$ cat config.mk
export PLATFORM = sky130hd
export DESIGN_NAME = fifo_burst_reader
export DESIGN_NICKNAME = d
export VERILOG_FILES = /design/src/rtl/fifo_burst_reader.sv
export SDC_FILE = /design/constraint.sdc
export NUM_CORES = 1
export LEC_CHECK = 0
export CORE_MARGIN = 2
export CORE_UTILIZATION = 50
export DETAILED_ROUTE_END_ITERATION = 7
export PLACE_DENSITY = 0.73
export SETUP_SLACK_MARGIN = 0.1
export SYNTH_ARGS = -nofsm -noshare
export SYNTH_HDL_FRONTEND = slang
export SYNTH_SLANG_ARGS = --single-unit
$ cat constraint.sdc
create_clock -name clk -period 3.9 [get_ports clk]
set_clock_uncertainty 0.15 [all_clocks]
set_input_delay 0.39 -clock clk [delete_from_list [all_inputs] [get_ports clk]]
set_output_delay 0.39 -clock clk [all_outputs]
set_load 0.02 [all_outputs]
$ cat src/rtl/fifo_burst_reader.sv
// fifo_burst_reader
//   Read-side master for sync_fifo_counter. Waits until the FIFO holds a full
//   burst, or until a partial burst has sat in the FIFO long enough, then
//   reads the burst out and forwards it on a valid/ready stream with a
//   last-word marker. A 3-entry skid buffer absorbs the FIFO's one-cycle
//   read latency and any downstream backpressure.
//
// Ports
//   clk        system clock, rising edge
//   reset      synchronous active-low reset
//   empty      FIFO empty flag
//   fcounter   FIFO occupancy
//   r_data     FIFO read data, valid the cycle after r_enable
//   r_enable   FIFO read strobe
//   out_data   downstream word (head of the skid buffer)
//   out_valid  out_data is valid
//   out_ready  downstream accepts on out_valid && out_ready
//   out_last   final word of the current burst
//   busy       high whenever not IDLE
//   cur_len    length of the active burst, 0 in IDLE
//   burst_cnt  completed bursts, wraps at 2^16
module fifo_burst_reader #(
  parameter int DATA_WIDTH = 8,
  parameter int DATA_DEPTH = 512,
  parameter int BURST_LEN  = 16,
  parameter int TIMEOUT    = 64
) (
  input  logic                        clk,
  input  logic                        reset,
  input  logic                        empty,
  input  logic [$clog2(DATA_DEPTH):0] fcounter,
  input  logic [DATA_WIDTH-1:0]       r_data,
  output logic                        r_enable,
  output logic [DATA_WIDTH-1:0]       out_data,
  output logic                        out_valid,
  input  logic                        out_ready,
  output logic                        out_last,
  output logic                        busy,
  output logic [$clog2(DATA_DEPTH):0] cur_len,
  output logic [15:0]                 burst_cnt
);

  localparam int CW = $clog2(DATA_DEPTH) + 1;
  localparam int TW = $clog2(TIMEOUT) + 1;
  localparam logic [CW-1:0] BurstLenC   = CW'(BURST_LEN);
  localparam logic [TW-1:0] TimeoutMaxC = TW'(TIMEOUT - 1);

  typedef enum logic [1:0] {IDLE, READ, DRAIN} state_e;

  state_e                state_q, state_d;
  logic [CW-1:0]         curLen_q;
  logic [CW-1:0]         issued_q;
  logic [CW-1:0]         delivered_q;
  logic [TW-1:0]         timeout_q;
  logic [15:0]           burstCnt_q;
  logic                  inflight_q;
  logic [DATA_WIDTH-1:0] skid_q [3];
  logic [1:0]            rdPtr_q;
  logic [1:0]            wrPtr_q;
  logic [1:0]            occ_q;

  logic startFull;
  logic startPartial;
  logic push;
  logic pop;
  logic lastPop;
  logic issueDone;

  // Skid buffer pointers run modulo 3.
  function automatic logic [1:0] ptrNext(input logic [1:0] p);
    return (p == 2'd2) ? 2'd0 : p + 2'd1;
  endfunction

  // A full burst always wins over a timed-out partial one.
  assign startFull    = (state_q == IDLE) && (fcounter >= BurstLenC);
  assign startPartial = (state_q == IDLE) && !startFull && !empty &&
                        (timeout_q == TimeoutMaxC);
  assign push         = inflight_q;
  assign pop          = out_valid && out_ready;
  assign lastPop      = (state_q == DRAIN) && pop && out_last;
  assign issueDone    = r_enable && ((issued_q + CW'(1)) == curLen_q);

  // State register.
  always_ff @(posedge clk) begin
    if (!reset) begin
      state_q <= IDLE;
    end else begin
      state_q <= state_d;
    end
  end

  // Next-state logic: IDLE -> READ on a burst start, READ -> DRAIN once the
  // last read is issued, DRAIN -> IDLE on the pop of the last word.
  always_comb begin
    state_d = state_q;
    unique case (state_q)
      IDLE:    if (startFull || startPartial) state_d = READ;
      READ:    if (issueDone) state_d = DRAIN;
      DRAIN:   if (lastPop) state_d = IDLE;
      default: state_d = IDLE;
    endcase
  end

  // Outputs. The read strobe looks only at registered state and the FIFO
  // flags; limiting occ + inflight to 2 before a new read guarantees the
  // returning word always has a free skid slot.
  always_comb begin
    r_enable  = 1'b0;
    if ((state_q == READ) && (issued_q < curLen_q) && !empty &&
        (({1'b0, occ_q} + {2'b00, inflight_q}) <= 3'd2)) begin
      r_enable = 1'b1;
    end
    busy      = (state_q != IDLE);
    out_valid = (occ_q != 2'd0);
    out_data  = out_valid ? skid_q[rdPtr_q] : '0;
    out_last  = out_valid && (delivered_q == (curLen_q - CW'(1)));
    cur_len   = curLen_q;
    burst_cnt = burstCnt_q;
  end

  // Datapath: burst bookkeeping, timeout counter and skid buffer. Clearing
  // inflight on reset drops any word returning from a pre-reset read.
  always_ff @(posedge clk) begin
    if (!reset) begin
      curLen_q    <= '0;
      issued_q    <= '0;
      delivered_q <= '0;
      timeout_q   <= '0;
      burstCnt_q  <= '0;
      inflight_q  <= 1'b0;
      rdPtr_q     <= '0;
      wrPtr_q     <= '0;
      occ_q       <= '0;
      for (int i = 0; i < 3; i++) begin
        skid_q[i] <= '0;
      end
    end else begin
      inflight_q <= r_enable;

      // The timeout only counts while idling on a non-empty FIFO; reaching
      // TimeoutMaxC starts a burst, so it never passes that value.
      if ((state_q == IDLE) && !startFull && !startPartial && !empty) begin
        timeout_q <= timeout_q + TW'(1);
      end else begin
        timeout_q <= '0;
      end

      if (startFull) begin
        curLen_q <= BurstLenC;
      end else if (startPartial) begin
        curLen_q <= fcounter;
      end else if (lastPop) begin
        curLen_q <= '0;
      end

      if (lastPop) begin
        issued_q <= '0;
      end else if (r_enable) begin
        issued_q <= issued_q + CW'(1);
      end

      if (lastPop) begin
        delivered_q <= '0;
      end else if (pop) begin
        delivered_q <= delivered_q + CW'(1);
      end

      if (lastPop) begin
        burstCnt_q <= burstCnt_q + 16'd1;
      end

      if (push) begin
        skid_q[wrPtr_q] <= r_data;
        wrPtr_q         <= ptrNext(wrPtr_q);
      end
      if (pop) begin
        rdPtr_q <= ptrNext(rdPtr_q);
      end

      case ({push, pop})
        2'b10:   occ_q <= occ_q + 2'd1;
        2'b01:   occ_q <= occ_q - 2'd1;
        default: occ_q <= occ_q;
      endcase
    end
  end

endmodule

==> flow_metrics.env <==
export IMPL_htreeDepth=3
export IMPL_switching_share_pct=26.39
export IMPL_synth_edff_count=32
export IMPL_r2r_setup_slack_ps=630
export IMPL_postPlaceCellArea_mm2=0.005635
export IMPL_avgRoutedWirePerCell_um=15.05
export IMPL_combPwrFrac_pct=9.1
export IMPL_path_clk_slew_ps=100
export IMPL_final_max_slew_viol_count=0
export IMPL_setup_viol=0
export IMPL_share_of_power_burned_in_the_clock_network_pct=33.9
export IMPL_outcome="finished clean"
export IMPL_final_period_minus_worst_setup_slack_ps=3550
export IMPL_core_mm2=0.009639
export IMPL_num_antenna_cells=0
export IMPL_timing_critical_path_required_ps=3360
export IMPL_post_synthesis_compound_gate_area_fraction_pct=8.541
export IMPL_most_common_layout_cells="sky130_fd_sc_hd__dfxtp_1, sky130_fd_sc_hd__clkdlybuf4s50_1, sky130_fd_sc_hd__nor2_1, sky130_fd_sc_hd__nand2_1, sky130_fd_sc_hd__edfxtp_1"
export IMPL_syn_area_mm2=0.004878
export IMPL_main_combinational_cell_family_by_area_after_synthesis="simple AND/OR/NAND/NOR gates"
export IMPL_drt_antenna_violating_nets=0
export IMPL_power_static_leakage_nw=2.057
export IMPL_min_delay_worst_endpoint="timeout_q[0]$_SDFF_PN0_"
export IMPL_drt_iter0_markers=117
export IMPL_grt_first_pass_wirelength_um=17940
export IMPL_ys_async_sr_fraction_pct=0
export IMPL_achievable_freq_mhz=281.7
export IMPL_yosysUniqueCellTypes=43
export IMPL_worst_hold_path_num_cells=1
export IMPL_dpl_hpwl_um=7709
export IMPL_power_switching_w=0.0004933
export IMPL_via_count_of_the_routed_design=3829
export IMPL_number_of_warning_messages_in_the_yosys_log=0
export IMPL_worstSkewPairLatency_ps=380
export IMPL_top_signal_layer_used="met4"
export IMPL_timing_max_cap_violations=0
export IMPL_cts_setup_buffers=0
export IMPL_fill_cells=874
export IMPL_cpPeakStageDelay_ps=630
export IMPL_simple_gate_fraction_of_synth_area_pct=23.54
export IMPL_critical_path_top_delay_family="simple AND/OR/NAND/NOR gates"
export IMPL_netlist_instances=504
export IMPL_port_buffers=59
export IMPL_crit_reg2reg_launch="cur_len[1]$_SDFFE_PP0P_"
export IMPL_layout_worst_path_cycle_share_pct=91.03
export IMPL_grt_start_max_net_pins=30
export IMPL_timing_worst_slew_pin_value_ps=1204
export IMPL_numCtsBuffers=9
export IMPL_gp_congestion=0.8649
export IMPL_io_pin_count=60
export IMPL_cts_tree="done"
export IMPL_design_power_total_w=0.001870
export IMPL_synth_avg_cell_area_um2=9.679
export IMPL_type_of_the_tightest_min_delay_check="reg2reg"
export IMPL_detail_route_drc_violations=0
export IMPL_synthFlopType="sky130_fd_sc_hd__dfxtp_1"
export IMPL_clk_path_buf_depth=2
export IMPL_clock_root_buffer="sky130_fd_sc_hd__clkbuf_8"
export IMPL_postSynthNetCount=545
export IMPL_cp_num_buf_inv=3
export IMPL_final_common_cell="sky130_fd_sc_hd__dfxtp_1"
export IMPL_crit_top_cell="sky130_fd_sc_hd__inv_1"
export IMPL_synth_xor_xnor_area_share_pct=8.977
export IMPL_yosys_area_share_adder_pct=4.873
export IMPL_wl_met1_um=4901
export IMPL_antenna_found_initial=0
export IMPL_fin_setup_tns_ps=0
export IMPL_criticalPathCategory="reg2out"
export IMPL_synthMuxAreaShare_pct=4.719
export IMPL_worst_setup_path_start_kind="flip-flop"
export IMPL_sequentialPowerShare_pct=57.1
export IMPL_vdd_drop_max_mv=0.1704
export IMPL_totalWireLength_um=10590
export IMPL_intPower_w=0.001376
export IMPL_share_of_layout_cells_above_drive_strength_1_pct=6.830
export IMPL_critical_hold_path_startpoint="timeout_q[0]$_SDFF_PN0_"
export IMPL_area_growth_syn_to_layout_pct=19.59
export IMPL_cp_slowest_cell="sky130_fd_sc_hd__or4b_2"
export IMPL_post_route_cell_area_mm2=0.005834
export IMPL_grt_setup_unrepaired="no"
export IMPL_std_cell_rows=36
export IMPL_largest_fanout_on_the_critical_path=5
export IMPL_fp_dieH_um=102.8
export IMPL_slew_headroom_pct=19.71
export IMPL_overflow=0
export IMPL_crit_path_start="cur_len[9]$_SDFFE_PP0P_"
export IMPL_dieArea_mm2=0.01056
export IMPL_final_nets=607
export IMPL_synth_seq_cells=96
export IMPL_seq_area_frac_synth_pct=45.96
export IMPL_numClockSinks=96
export IMPL_route_met3_wl_um=271
export IMPL_initial_core_util_pct=50.61
export IMPL_avgViaCountPerCell=5.439
export IMPL_grt_pass1_vias=3790
export IMPL_die_width_um=102.8
export IMPL_groute_usage_overall_pct=22.01
export IMPL_met2_length_um=5185
export IMPL_power_per_cell_area_mw_per_mm2=320.4
export IMPL_final_hold_violation_count=0
export IMPL_setup_worst_path_end_class="output pin"
export IMPL_reg2reg_depth=9
export IMPL_cts_hold_fix_buffers=0
export IMPL_pre_repair_dr_iteration_count=4
export IMPL_worstPathArrival_ps=3010
export IMPL_r2r_end="burst_cnt[13]$_SDFFE_PN0P_"
export IMPL_worstPathCellList="inv_1, ha_1, or4b_2, a21oi_1, o21ai_0, a311oi_2, nand2_1, inv_1, clkdlybuf4s50_1"
## worst reg2reg max path, delay by kind of cell, from the launching register on
family	cells	cell delay, ps
and+or+nand+nor	5	1840
DFF	1	460
adders and majority gates	1	290
buffers and inverters	1	100
AOI/OAI and AO/OA	2	360
## cells in the mapped netlist (2+ instances only)
master                      n  area, µm²
sky130_fd_sc_hd__dfxtp_1   64       1281
sky130_fd_sc_hd__o21ai_1    2      10.01
sky130_fd_sc_hd__or4_1     10      75.07
sky130_fd_sc_hd__mux4_2     8      180.2
sky130_fd_sc_hd__nor2_1    52      195.2
sky130_fd_sc_hd__ha_1      19      237.7
sky130_fd_sc_hd__nand2_1   32      120.1
sky130_fd_sc_hd__a31oi_1    3      18.77
sky130_fd_sc_hd__mux2i_1    5      50.05
sky130_fd_sc_hd__and2_1    30      187.7
sky130_fd_sc_hd__edfxtp_1  32      960.9
sky130_fd_sc_hd__buf_2      3      15.01
sky130_fd_sc_hd__nand4_1    8      50.05
sky130_fd_sc_hd__o31ai_1    9      67.56
sky130_fd_sc_hd__nor4_1     5      31.28
sky130_fd_sc_hd__a221oi_1   2      17.52
sky130_fd_sc_hd__o21ai_0   12      60.06
sky130_fd_sc_hd__a21oi_1   24      120.1
sky130_fd_sc_hd__inv_1     25      93.84
sky130_fd_sc_hd__a22o_1     4      35.03
sky130_fd_sc_hd__or4b_1     2      20.02
sky130_fd_sc_hd__xnor2_1   27      236.5
sky130_fd_sc_hd__o21a_1     4      30.03
sky130_fd_sc_hd__and4_1     4      35.03
sky130_fd_sc_hd__nand2b_1   6      37.54
sky130_fd_sc_hd__and3_1     9      56.30
sky130_fd_sc_hd__o22ai_1    3      18.77
sky130_fd_sc_hd__nand3_1   27      135.1
sky130_fd_sc_hd__or3_1      6      37.54
sky130_fd_sc_hd__xor2_1    23      201.4
sky130_fd_sc_hd__nor2b_1   11      68.82
sky130_fd_sc_hd__nor3_1     9      45.04
sky130_fd_sc_hd__clkbuf_1  14      52.55
## sequential cells by signal, indices dropped and copies added, names as in the netlist, named ones only
| signal | count |
|---|---|
| issued_q | 10 |
| state_q | 2 |
| rdPtr_q | 2 |
| timeout_q | 7 |
| inflight_q | 1 |
| burst_cnt | 16 |
| delivered_q | 10 |
| wrPtr_q | 2 |
| skid_q | 32 |
| occ_q | 2 |
| cur_len | 10 |
## power by group through the flow
stage	Clock (W)	Sequential, W	Combinational [W]
after global routing	0.000682	0.00107	0.000185
after floorplan	0	0.00108	0.000100
after detailed placement	0	0.00109	0.000170
after CTS	0.000647	0.00107	0.000171
final	0.000633	0.00107	0.000170
after global placement	0	0.00109	0.000166
## final cells by class
cell class              count  area, µm²  share of cell area (%)
clock buffers               9      123.9                   2.123
flip-flops and latches     96       2242                   38.43
well taps                 133      166.4                   2.852
inverters                  26      97.59                   1.673
multi-input cells         365       2480                   42.50
repair buffers             68      658.1                   11.28
clock inverters             7      66.31                   1.137
## logic make-up (layout without fill, tap and decap cells)
family	count (synthesis)	in the layout
adders and majority gates	19	19
muxes	13	13
buffers and inverters	43	110
xor gates and xnor gates	50	50
and+or+nand+nor	216	216
DFF	96	96
AOI/OAI and AO/OA	67	67
## through the flow
step                      worst slack, ps  utilization (%)  hold WS [ps]  cells
after CTS                           172.2            60.44         303.2    704
after detailed placement            410.8            58.46         288.8    688
after global placement              451.9            58.46         277.5    688
final                               349.7            60.53         304.0    704
after global routing                128.7            60.53         325.7    704
after floorplan                     727.8                -         267.5    504
## worst max path at each step
stage                                       to  slack, ps  depth (start not counted)
floorplan           burst_cnt[13]$_SDFFE_PN0P_        730                         11
global placement                      r_enable        450                          8
detailed placement  burst_cnt[13]$_SDFFE_PN0P_        410                          9
CTS                                   out_last        170                          8
global route                          out_last        130                          8
finish                                r_enable        350                          9
## what timing repair did
item,4_1_cts,5_1_grt
endpoints found under the hold margin,0,0
endpoints found under the setup margin,0,7
gates resized for setup,0,2
## layer usage
metal | GRT usage (%) | up-vias
met3 | 2.644 | 18
met5 | 0 | -
met1 | 27.84 | 1839
li1 | - | 1910
met2 | 38.26 | 62
met4 | 9.211 | 0
Power figures use the tool's default switching activity.
